### config.mk
export PLATFORM = sky130hd
export DESIGN_NAME = nebula_credit_rx_buffer
export DESIGN_NICKNAME = d
export VERILOG_FILES = /design/src/rtl/nebula_credit_rx_buffer.sv
export SDC_FILE = /design/constraint.sdc
export NUM_CORES = 1
export LEC_CHECK = 0
export CAP_MARGIN = 20
export CELL_PAD_IN_SITES_DETAIL_PLACEMENT = 2
export CELL_PAD_IN_SITES_GLOBAL_PLACEMENT = 2
export CORE_MARGIN = 3
export CORE_UTILIZATION = 39
export DETAILED_ROUTE_END_ITERATION = 10
export PLACE_DENSITY = 0.76
export SETUP_SLACK_MARGIN = 0.02
export SYNTH_ARGS = -nofsm -noshare
export SYNTH_HDL_FRONTEND = slang
export SYNTH_SLANG_ARGS = --single-unit
### constraint.sdc
create_clock -name clk -period 3.05 [get_ports clk]
set_clock_uncertainty 0.05 [all_clocks]
set_input_delay 0.61 -clock clk [delete_from_list [all_inputs] [get_ports clk]]
set_output_delay 0.61 -clock clk [all_outputs]
set_load 0.03 [all_outputs]
### src/rtl/nebula_credit_rx_buffer.sv
// Receiver end of a credit-based NoC link: a BUF_DEPTH-entry first-word-fall-through FIFO
// that returns one registered credit pulse upstream for every flit the consumer drains.
module nebula_credit_rx_buffer #(
   parameter int BUF_DEPTH  = 4,
   parameter int FLIT_WIDTH = 64,
   parameter int CNT_WIDTH  = $clog2(BUF_DEPTH + 1)
) (
   input  logic                  clk,
   input  logic                  rst,
   input  logic                  in_valid,
   input  logic [FLIT_WIDTH-1:0] in_data,
   output logic                  out_valid,
   output logic [FLIT_WIDTH-1:0] out_data,
   input  logic                  out_ready,
   output logic                  credit_return,
   output logic [CNT_WIDTH-1:0]  occupancy,
   output logic                  overflow_err
);

   localparam int PTR_W = (BUF_DEPTH > 1) ? $clog2(BUF_DEPTH) : 1;
   localparam logic [PTR_W-1:0]     LAST_PTR = PTR_W'(BUF_DEPTH - 1);
   localparam logic [CNT_WIDTH-1:0] FULL_CNT = CNT_WIDTH'(BUF_DEPTH);

   logic [FLIT_WIDTH-1:0] mem [BUF_DEPTH];
   logic [PTR_W-1:0]      wr_ptr;
   logic [PTR_W-1:0]      rd_ptr;
   logic                  full;
   logic                  push;
   logic                  drop;
   logic                  pop;

   // Fullness uses the pre-pop count: a slot freed this cycle has not yet been credited upstream.
   assign full      = (occupancy == FULL_CNT);
   assign push      = in_valid & ~full;
   assign drop      = in_valid & full;
   assign out_valid = (occupancy != '0);
   assign pop       = out_valid & out_ready;
   assign out_data  = mem[rd_ptr];

   always_ff @(posedge clk) begin
      if (push) begin
         mem[wr_ptr] <= in_data;
      end
   end

   always_ff @(posedge clk) begin
      if (rst) begin
         wr_ptr        <= '0;
         rd_ptr        <= '0;
         occupancy     <= '0;
         credit_return <= 1'b0;
         overflow_err  <= 1'b0;
      end else begin
         if (push) begin
            wr_ptr <= (wr_ptr == LAST_PTR) ? '0 : wr_ptr + PTR_W'(1);
         end
         if (pop) begin
            rd_ptr <= (rd_ptr == LAST_PTR) ? '0 : rd_ptr + PTR_W'(1);
         end
         if (push && !pop) begin
            occupancy <= occupancy + CNT_WIDTH'(1);
         end else if (pop && !push) begin
            occupancy <= occupancy - CNT_WIDTH'(1);
         end
         credit_return <= pop;
         if (drop) begin
            overflow_err <= 1'b1;
         end
      end
   end

`ifdef ASSERT_ON
   always_ff @(posedge clk) begin
      if (!rst) begin
         assert (occupancy <= FULL_CNT)
            else $error("occupancy exceeds BUF_DEPTH");
         assert (!drop)
            else $error("flit arrived while buffer full");
         assert (!(out_valid && $isunknown(out_data)))
            else $error("out_data unknown while out_valid");
      end
   end
`endif

endmodule
# After elaboration in Yosys (flattened, before gate mapping)
# Memory sizes are Yosys's and may differ from the RTL's. A register that Yosys moved wholly into a read port is not among the register bits.
# Index checks and enable logic that the tools add are counted.
# totals
in_bits,68
mem_count,1
mem_bits_rw,256
register_bits,9
# mem_list
name,words,width,rd,rd_clocked_by_memory_dff,write_ports,line,text
mem,4,64,1,1,1,24,logic [FLIT_WIDTH-1:0] mem [BUF_DEPTH];
# op_classes
n_eq_ne,3
n_reduce_logical,6
n_bitwise,4
n_addsub,4
muxes,8
# op_table
cell,n
two-way mux 2 bit,4
two-way mux 3 bit,2
"adder 2 x 1 -> 2 bit, second input constant",2
"== test 2 bit, second input constant",2
"adder 3 x 1 -> 3 bit, second input constant",1
bitwise AND 1 bit,3
"== test 3 bit, second input constant",1
nonzero test 3 bit,1
"subtractor 3 x 1 -> 3 bit, second input constant",1
logical AND 1 bit,2
logical NOT 1 bit,2
two-way mux 1 bit,2
nonzero test 2 bit,1
NOT 1 bit,1

# Depth between registers and ports, before layout
# Gate-level depths: netlist of the first run.
# depth
depth_word,7
ltp_mapped,8
mapped_depth_nobuf,8

# Least setup slack after synthesis of the first run
# Ideal clock, no wire load.
# synth_path
kind,register -> register
startpoint,register occupancy[0]
endpoint,memory mem[2][0] (enable)
t_required_ns,2.571
stages_incl_launch_ff,4
arrival_time_ns,2.570
path_buffers,0
period_less_slack_ns,3.049
path_slack_ns,0.001
cell_sequence,dfxtp_1 > nor2_2 > a21boi_2 > and2_1
# synth_via
elab_chain_len,5
# synth_rtl
element,line,text
from (decl),16,"output logic [CNT_WIDTH-1:0] occupancy,"
from (signal assigned),61,occupancy <= occupancy + CNT_WIDTH'(1);
from (signal assigned),63,occupancy <= occupancy - CNT_WIDTH'(1);
== test 3 bit,33,assign full = (occupancy == FULL_CNT);
NOT 1 bit,34,assign push = in_valid & ~full;
bitwise AND 1 bit,34,
named net push,28,logic push;
two-way mux 1 bit,41,if (push) begin
two-way mux 1 bit (implied by the code),42,mem[wr_ptr] <= in_data;
to (decl),24,
# The timed path passes the listed nets, and every way through them passes these cells.

==> results.json, run 1 <==
{
  "clk_latency_ps": 530,
  "rows": 57,
  "drt_first_pass_iters": 4,
  "status": "finished clean",
  "drt_iter0_markers": 298,
  "cts_tree": "done",
  "hold-path-endpoint": "wr_ptr[1]",
  "synth_nets": 461,
  "clockRootBuffer": "clkbuf_16",
  "syn_inst": 386,
  "ios": 138,
  "worstSetupStartpointType": "flip-flop",
  "reg2reg_from": "occupancy[2]",
  "worstReg2RegEnd": "occupancy[2]",
  "clk_path_buf_depth": 3,
  "antenna_found_initial": 0,
  "cpMaxStageDelayCell": "mux4_2",
  "finalCriticalPeriod_ps": 2890,
  "min_path_cells": 2,
  "ys_types": 27,
  "path_delay_family": "buffers and inverters",
  "die_h_um": 165,
  "path_buf_inv": 2,
  "critical_path_class": "flip-flop to primary output",
  "core-area_um2": 24500,
  "n_fill_cell": 2160,
  "synth-simple-area-share": 0.00953,
  "fmax_mhz": 346,
  "routed_wl_mm": 21.6,
  "tightest_slew_ps": 441,
  "synth_compound_area_frac": 0.00546,
  "whs_ps": 475,
  "synthXorXnorAreaFrac": 0.00178,
  "globalRouteTotalUtil": 0.164,
  "drc": 0,
  "cts.sinks": 267,
  "reg2regPathDepth": 7,
  "dp_hpwl_mm": 13.4,
  "max_stage_delay_ps": 530,
  "maxSlewHeadroom": 0.705,
  "dpl_cell_area_um2": 11700,
  "vias": 4534,
  "port-buffer-count": 137,
  "ir_drop_mv": 0.572,
  "finalHoldViolations": 0,
  "start_util": 0.401,
  "area_delta_synth_final_pct": 27.0,
  "antenna_cells": 0,
  "muxShareOfSynthArea": 0.152,
  "drive_above_1_share": 0.203,
  "grt_pass1_vias": 5344,
  "path_clk_slew_ps": 60,
  "die_width_um": 165,
  "finalCritPeriodShare": 0.947,
  "drtAntennaViolNets": 0,
  "synth_seq_cells": 267,
  "setup_viol": 0,
  "grt_setup_unrepaired": "no",
  "min_from": "wr_ptr[1]",
  "final_cell_area_um2": 12500,
  "ctsHoldBuffers": 0,
  "cap_violations": 0,
  "htreeDepth": 1,
  "grt_pass1_wl_mm": 33.3,
  "syn_area_per_cell_um2": 25.5,
  "worstPathMaxFanout": 21,
  "grt_max_degree": 65,
  "seq_area_frac_synth": 0.803,
  "crit_required_ps": 2390,
  "die_area_um2": 27200,
  "synthesis.area_um2": 9850,
  "post_drt_via_cell_ratio": 5.06,
  "critPathArrivalTime_ps": 2230,
  "wl_per_cell_um": 24.1,
  "crit_chain": "bufbuf_16, mux4_2, dlygate4sd2_1",
  "power_density_nw_per_um2": 860,
  "leakage_uw": 0.00409,
  "crit_path_end_kind": "primary output",
  "gr-total-overflow": 0,
  "cts_inserted_buffers": 29,
  "synth_top_family_by_area": "multiplexers",
  "final_nets": 626,
  "ys_warn_count": 0,
  "tns_ps": 0,
  "hp-class": "flip-flop to flip-flop",
  "r2r_slack_ps": 710,
  "yosys.area_share.adder": 0.00966,
  "drv_slew": 0,
  "gp_congestion": 0.710,
  "critical_path_depth": 3
}
[tightest hold or removal path: stages, from the launching register on]
cell and delay (ps):
dfxtp_1 340, nand2b_1 80, mux2i_1 60
[layout by cell type, fill, tap and decap left out, types with 2 or more instances in the layout]
master	n
clkbuf_16	29
mux4_1	4
inv_1	3
clkbuf_8	3
mux4_2	60
edfxtp_1	256
xor2_1	2
dfxtp_4	2
clkinv_1	4
a21oi_1	2
clkbuf_1	13
dlygate4sd2_1	64
or3_1	3
dfxtp_1	9
and2_4	4
mux2i_1	3
buf_12	8
ha_1	6
nand2b_1	2
nor2_1	6
clkdlybuf4s50_1	73
[cell usage after synthesis, drive strengths merged]
library cell | number | share of area
buf | 13 | 0.016
and2 | 4 | 0.0025
mux4 | 64 | 0.15
clkbuf | 2 | 0.00089
o31ai | 1 | 0.0022
nand2 | 1 | 0.00038
fa | 1 | 0.0020
a31oi | 1 | 0.00064
xor2 | 2 | 0.0018
o21ai | 1 | 0.00051
dfxtp | 11 | 0.022
a21boi | 1 | 0.0011
mux2 | 1 | 0.0011
ha | 6 | 0.0076
inv | 3 | 0.0011
nor2 | 7 | 0.0029
a21oi | 2 | 0.0010
nor3 | 1 | 0.00051
edfxtp | 256 | 0.78
mux2i | 3 | 0.0030
nand2b | 2 | 0.0013
or3 | 3 | 0.0019
[power by group]
group | total, uW | internal (uW) | switching [uW]
logic | 2890 | 1200 | 1690
clock network | 3220 | 1900 | 1320
registers | 4630 | 4470 | 163
total | 10700 | 7570 | 3170
[worst max-delay path by stage]
stage,to,start
detailed placement,occupancy[2],in_valid
floorplan,mem[0][0],occupancy[0]
finish,out_data[18],flip-flop
global placement,out_data[55],flip-flop
CTS,out_data[18],flip-flop
global route,out_data[44],flip-flop
[cell families (layout without fill, tap and decap cells)]
kind of cell / count (synthesis) / in the layout
flops: 267 / 267
fa+ha+maj: 7 / 7
compound gates: 6 / 6
mux: 68 / 68
xor+xnor: 2 / 2
buf+inv: 18 / 204
simple gates: 18 / 18
[state kept, by name, summed over array words and instances (netlist names), named ones only]
register,flops
credit_return,1
wr_ptr,2
occupancy,3
rd_ptr,2
overflow_err,1
mem,256
[final cells by class]
cell class,instances,area [um^2],area share
Sequential cell,267,7920,0.633
Multi-Input combinational cell,101,1770,0.141
Timing Repair Buffer,149,1530,0.122
Clock buffer,45,816,0.0652
Tap cell,324,405,0.0324
Clock inverter,7,58.8,0.00470
Inverter,3,11.3,0.000901
[through the flow]
| stage | worst slack, ps | power (uW) | util | cells |
|---|---|---|---|---|
| after floorplan | 692 | 6630 | - | 386 |
| after CTS | 100 | 10900 | 0.510 | 896 |
| after detailed placement | 221 | 7880 | 0.476 | 843 |
| final | 160 | 10700 | 0.510 | 896 |
| after global routing | 60.5 | 11300 | 0.510 | 896 |
| after global placement | 410 | 7760 | 0.476 | 843 |
[per-layer routing]
layer,share of wire,GRT usage
met1,0.42,0.225
met4,0.018,0.0370
met5,0,0
met3,0.052,0.0309
met2,0.51,0.275
[timing repair]
| action | in CTS | in global routing |
|---|---|---|
| resized for setup | 66 | 0 |
| buffers inserted | 0 | 0 |
| setup endpoints to repair | 44 | 0 |
Power figures use the tool's default switching activity.
==> run 2, diff against run 1 <==
- CELL_PAD_IN_SITES_DETAIL_PLACEMENT: 2 -> 0
- CTS_CLUSTER_DIAMETER: default -> 200
==> run 2 against run 1 <==
Power increased by 0.13%. Via count decreased by 0.64%. Sequential share of layout area decreased by 0.50 points. Fmax increased by 0.37%. Die area unchanged. Clock-buffer cell count decreased by 12. Critical endpoint is now out_data[14]. Largest cell class unchanged. Largest power group unchanged.
==> results.json, run 2 (synthesis gave the netlist of run 1 again) <==
{
  "grt_pass1_wl_mm": 27.9,
  "fmax_mhz": 347,
  "worstPathMaxFanout": 21,
  "ctsHoldBuffers": 0,
  "start_util": 0.401,
  "vias": 4505,
  "grt.busiest_layer": "met2",
  "antenna_found_initial": 1,
  "crit_required_ps": 2390,
  "drt_iter0_markers": 354,
  "routed_wl_mm": 18.4,
  "drv_slew": 0,
  "power_density_nw_per_um2": 854,
  "reg2reg_from": "occupancy[0]",
  "die_area_um2": 27200,
  "dp_cells": 843,
  "min_from": "rd_ptr[0]",
  "tns_ps": 0,
  "tightest_slew_ps": 432,
  "cap_violations": 0,
  "grt_max_degree": 65,
  "n_fill_cell": 1969,
  "fin_cells": 893,
  "met2_usage": 0.218,
  "setup_viol": 0,
  "htreeDepth": 1,
  "gr-total-overflow": 0,
  "die_h_um": 165,
  "ios": 138,
  "hp-class": "flip-flop to flip-flop",
  "r2r_slack_ps": 830,
  "min_path_cells": 2,
  "crit_path_end_kind": "primary output",
  "reg2regPathDepth": 7,
  "globalRouteTotalUtil": 0.135,
  "finalCriticalPeriod_ps": 2880,
  "post_drt_via_cell_ratio": 5.04,
  "final_nets": 624,
  "cts.sinks": 267,
  "leakage_uw": 0.00430,
  "core-area_um2": 24500,
  "clockRootBuffer": "clkbuf_16",
  "worstReg2RegEnd": "occupancy[2]",
  "die_width_um": 165,
  "antenna_cells": 0,
  "finalCritPeriodShare": 0.944,
  "path_clk_slew_ps": 60,
  "area_delta_synth_final_pct": 28.0,
  "layout_common_cells": "edfxtp_1, clkdlybuf4s50_1, mux4_2",
  "ir_drop_mv": 0.499,
  "worstSetupStartpointType": "flip-flop",
  "cts_setup_buffers": 0,
  "met3_usage": 0.0311,
  "largest_reg_flops": 256,
  "wl_per_cell_um": 20.5,
  "final_common_cell": "edfxtp_1",
  "critical_path_class": "flip-flop to primary output",
  "use_met1": 0.188,
  "dp_hpwl_mm": 10.4,
  "port-buffer-count": 137,
  "gp_congestion": 0.710,
  "rows": 57,
  "clk_latency_ps": 510,
  "grt_setup_unrepaired": "no",
  "cts_inserted_buffers": 27,
  "status": "finished clean",
  "maxSlewHeadroom": 0.712,
  "drt_first_pass_iters": 4,
  "drtAntennaViolNets": 0,
  "cts_tree": "done",
  "finalHoldViolations": 0,
  "drc": 0,
  "drive_above_1_share": 0.209,
  "critPathArrivalTime_ps": 2220,
  "clk_path_buf_depth": 3,
  "biggestRegsByFlops": "mem x256, occupancy x3",
  "largest_register": "mem",
  "grt_pass1_vias": 4872
}
## run 2: cell type report
type / count / area [um^2] / share of cell area
flip-flops and latches: 267 / 7920 / 0.628
clock inverters: 16 / 179 / 0.0142
well taps: 324 / 405 / 0.0322
inverters: 3 / 11.3 / 0.000893
multi-input cells: 101 / 1770 / 0.140
clock buffers: 33 / 698 / 0.0554
repair buffers: 149 / 1630 / 0.129
## run 2: worst max-delay path, stage by stage, from the launching register on
cell           delay (ps)
dfxtp_4               410
bufbuf_16             380
mux4_2                530
dlygate4sd2_1         370
## run 2: worst max-delay path by stage
stage,from,endpoint,cells after the start
after floorplan,occupancy[0],mem[0][0],3
after global placement,flip-flop,out_data[55],3
after detailed placement,in_valid,occupancy[2],8
after CTS,flip-flop,out_data[41],3
after global routing,flip-flop,out_data[33],3
final,flip-flop,out_data[14],3
## run 2: where the power goes
part           internal [uW]  switching (uW)
registers               4460             138
logic                   1280            1650
clock network           1960            1280
total                   7700            3060
## run 2: routing by layer
layer / part of all wire / vias up / wire (um)
met4: 0.017 / 2 / 312
met1: 0.44 / 2355 / 7990
met2: 0.48 / 146 / 8860
met5: 0.00087 / - / 16
li1: - / 1975 / -
met3: 0.064 / 27 / 1170
## run 2: metrics by stage
step / worst slack, ps / cell area [um^2] / power, uW / hold slack (ps) / util
after detailed placement: 388 / 11700 / 7790 / 414 / 0.476
final: 171 / 12600 / 10800 / 422 / 0.514
after floorplan: 692 / 9850 / 6630 / 413 / -
after CTS: 22.0 / 12500 / 11000 / 425 / 0.511
after global placement: 410 / 11700 / 7760 / 410 / 0.476
after global routing: 62.0 / 12600 / 11200 / 463 / 0.514
## run 2: repair_timing
action,in CTS,in global routing
setup endpoints to repair,43,26
pin swaps,0,0
resized for setup,40,26
cloned,1,0
==> run 3, diff against run 2 <==
- ABC_AREA: default -> 1
- CORE_UTILIZATION: 39 -> 38
- PLACE_DENSITY: 0.76 -> 0.78
- clock period: 3.05 -> 3.3 ns (I/O delays scaled with it)
==> run 3 against run 2 <==
Area after synthesis increased by 2.0%. Global-route usage up 2.1 points. Die area up 4.6%. Setup slack worse by 27 ps. Critical endpoint is now out_data[1]. Largest power group unchanged.
==> results.json, run 3 <==
{
  "largest_register": "mem",
  "layout_common_cells": "edfxtp_1, nor2_1, clkdlybuf4s50_1",
  "wl_met2_mm": 11.2,
  "synth_seq_cells": 267,
  "ios": 138,
  "synthesis.area_um2": 10000,
  "cap_violations": 0,
  "die_width_um": 169,
  "critical_path_class": "flip-flop to primary output",
  "synth_area_leaders": "edfxtp_1, nor2_1, o22ai_1",
  "critPathArrivalTime_ps": 2450,
  "highest_layer": "met5",
  "hp-class": "flip-flop to flip-flop",
  "grt_pass1_vias": 6360,
  "final_nets": 914,
  "rows": 58,
  "worstReg2RegEnd": "occupancy[1]",
  "whs_ps": 403,
  "largest_reg_flops": 256,
  "crit_path_end_kind": "primary output",
  "gr-total-overflow": 0,
  "min_from": "overflow_err",
  "clk_path_buf_depth": 3,
  "grt_pass1_wl_mm": 35.2,
  "leakage_uw": 0.00435,
  "path_clk_slew_ps": 60,
  "final_common_cell": "edfxtp_1",
  "syn_inst": 694,
  "tightest_slew_ps": 551,
  "ys_warn_count": 0,
  "synth_nets": 769,
  "wl_met1_mm": 10.1,
  "post_drt_via_cell_ratio": 5.14,
  "yosys.area_share.adder": 0.00946,
  "cts.sinks": 267,
  "reg2regPathDepth": 9,
  "finalHoldViolations": 0,
  "worstSetupStartpointType": "flip-flop",
  "synth-simple-area-share": 0.0629,
  "start_util": 0.392,
  "clk_latency_ps": 530,
  "pre_cts_slack_ps": 531,
  "drt_iter0_markers": 523,
  "r2r_slack_ps": 1040,
  "routed_wl_mm": 23.3,
  "synth_top_family_by_area": "compound AO/OA/AOI/OAI gates",
  "grt_max_degree": 129,
  "drt_first_pass_iters": 6,
  "finalCritPeriodShare": 0.956,
  "yosysTopAreaCell": "edfxtp_1",
  "fmax_mhz": 317,
  "drtAntennaViolNets": 0,
  "setup_viol": 0,
  "synthXorXnorAreaFrac": 0.000872,
  "yosysTopAreaCellShare": 0.765,
  "vias": 6132,
  "reg2reg_from": "occupancy[0]",
  "drc": 0,
  "fin_ws_ps": 144,
  "wl_met3_mm": 1.56,
  "biggestRegsByFlops": "mem x256, occupancy x3",
  "power_density_nw_per_um2": 912,
  "finalCriticalPeriod_ps": 3160,
  "cts_tree": "done",
  "hold-path-endpoint": "overflow_err",
  "wl_per_cell_um": 19.5,
  "dp_hpwl_mm": 12.8,
  "area_delta_synth_final_pct": 28.1,
  "drv_slew": 0,
  "async_flop_share": 0,
  "htreeDepth": 1,
  "ys_types": 22,
  "ir_drop_mv": 0.528,
  "grt_setup_unrepaired": "no",
  "muxShareOfSynthArea": 0,
  "status": "finished clean",
  "gp_congestion": 0.740,
  "globalRouteTotalUtil": 0.156,
  "cts_inserted_buffers": 28,
  "die_area_um2": 28400,
  "synth_compound_area_frac": 0.106,
  "seq_area_frac_synth": 0.787,
  "crit_required_ps": 2590,
  "syn_area_per_cell_um2": 14.5,
  "n_fill_cell": 2152,
  "synth_common_cells": "edfxtp_1, nor2_1, o21ai_0, o22ai_1, o21ai_1",
  "maxSlewHeadroom": 0.633,
  "synth_flop_cell": "edfxtp_1",
  "core-area_um2": 25600,
  "min_path_cells": 2,
  "port-buffer-count": 137,
  "clockRootBuffer": "clkbuf_16",
  "drive_above_1_share": 0.0813,
  "yosys.cell_count.top_type": "edfxtp_1",
  "die_h_um": 169,
  "antenna_found_initial": 2,
  "worstPathMaxFanout": 32,
  "synth_edf_count": 256
}
[run 3: through the flow]
stage                     setup TNS, ps   util  total power [uW]  cells  cell area [um^2]
after floorplan                 -222740      -              6790    694             10000
after global placement                0  0.462              8450   1138             11800
after detailed placement              0  0.462              8500   1138             11800
after CTS                         -1.09  0.500             11800   1190             12800
after global routing                  0  0.502             12300   1192             12900
final                                 0  0.502             11700   1192             12900
[run 3: cell type report]
class	instances	area [um^2]	area share
antenna	1	2.50	0.000194
sequential	267	7910	0.615
clock inverter	15	224	0.0174
timing repair buffer	156	1670	0.129
tap	330	413	0.0321
multi-input combinational	369	1830	0.142
inverter	17	68.8	0.00535
clock buffer	37	756	0.0587
[run 3: cell families (layout without fill, tap and decap cells)]
logic type,Yosys count,after routing
flip-flops,267,267
AO/OA/AOI/OAI,196,196
AND/OR/NAND/NOR,165,165
buffers and inverters,58,225
adder cells (fa/ha/maj),7,7
XOR/XNOR,1,1
other,0,1
[run 3: how the worst max path moves through the flow]
stage / start / end / slack (ps) / cells after the start
floorplan: occupancy[0] / mem[0][0] / -870 / 4
global placement: in_valid / occupancy[2] / 560 / 12
detailed placement: in_valid / occupancy[2] / 530 / 12
CTS: flip-flop / out_data[17] / -1 / 5
global route: flip-flop / out_data[7] / 20 / 5
finish: flip-flop / out_data[1] / 140 / 5
[run 3: worst max-delay path, stage by stage, from the launching register on]
cell	delay, ps
dfxtp_4	390
inv_6	250
buf_12	220
nor2_1	60
o22ai_1	260
clkdlybuf4s50_1	740
[run 3: timing repair]
action,in CTS,in global routing
endpoints found under the hold margin,0,0
setup buffers,0,0
hold buffers,0,0
gates resized for setup,0,7
setup endpoints to repair,4,51
gates cloned,0,1
[run 3: power by group]
part / total, uW / switching (uW) / internal [uW] / leakage [uW]
Clock: 3290 / 1210 / 2070 / 0.000468
Sequential: 4250 / 118 / 4130 / 0.00244
Combinational: 4200 / 2670 / 1530 / 0.00145
Total: 11700 / 4000 / 7730 / 0.00435
[run 3: per-layer routing]
layer  vias up  global-route usage
met5         -                   0
met4         2              0.0409
met3        37              0.0350
met2       177               0.267
met1      3031               0.204
li1       2885                   -
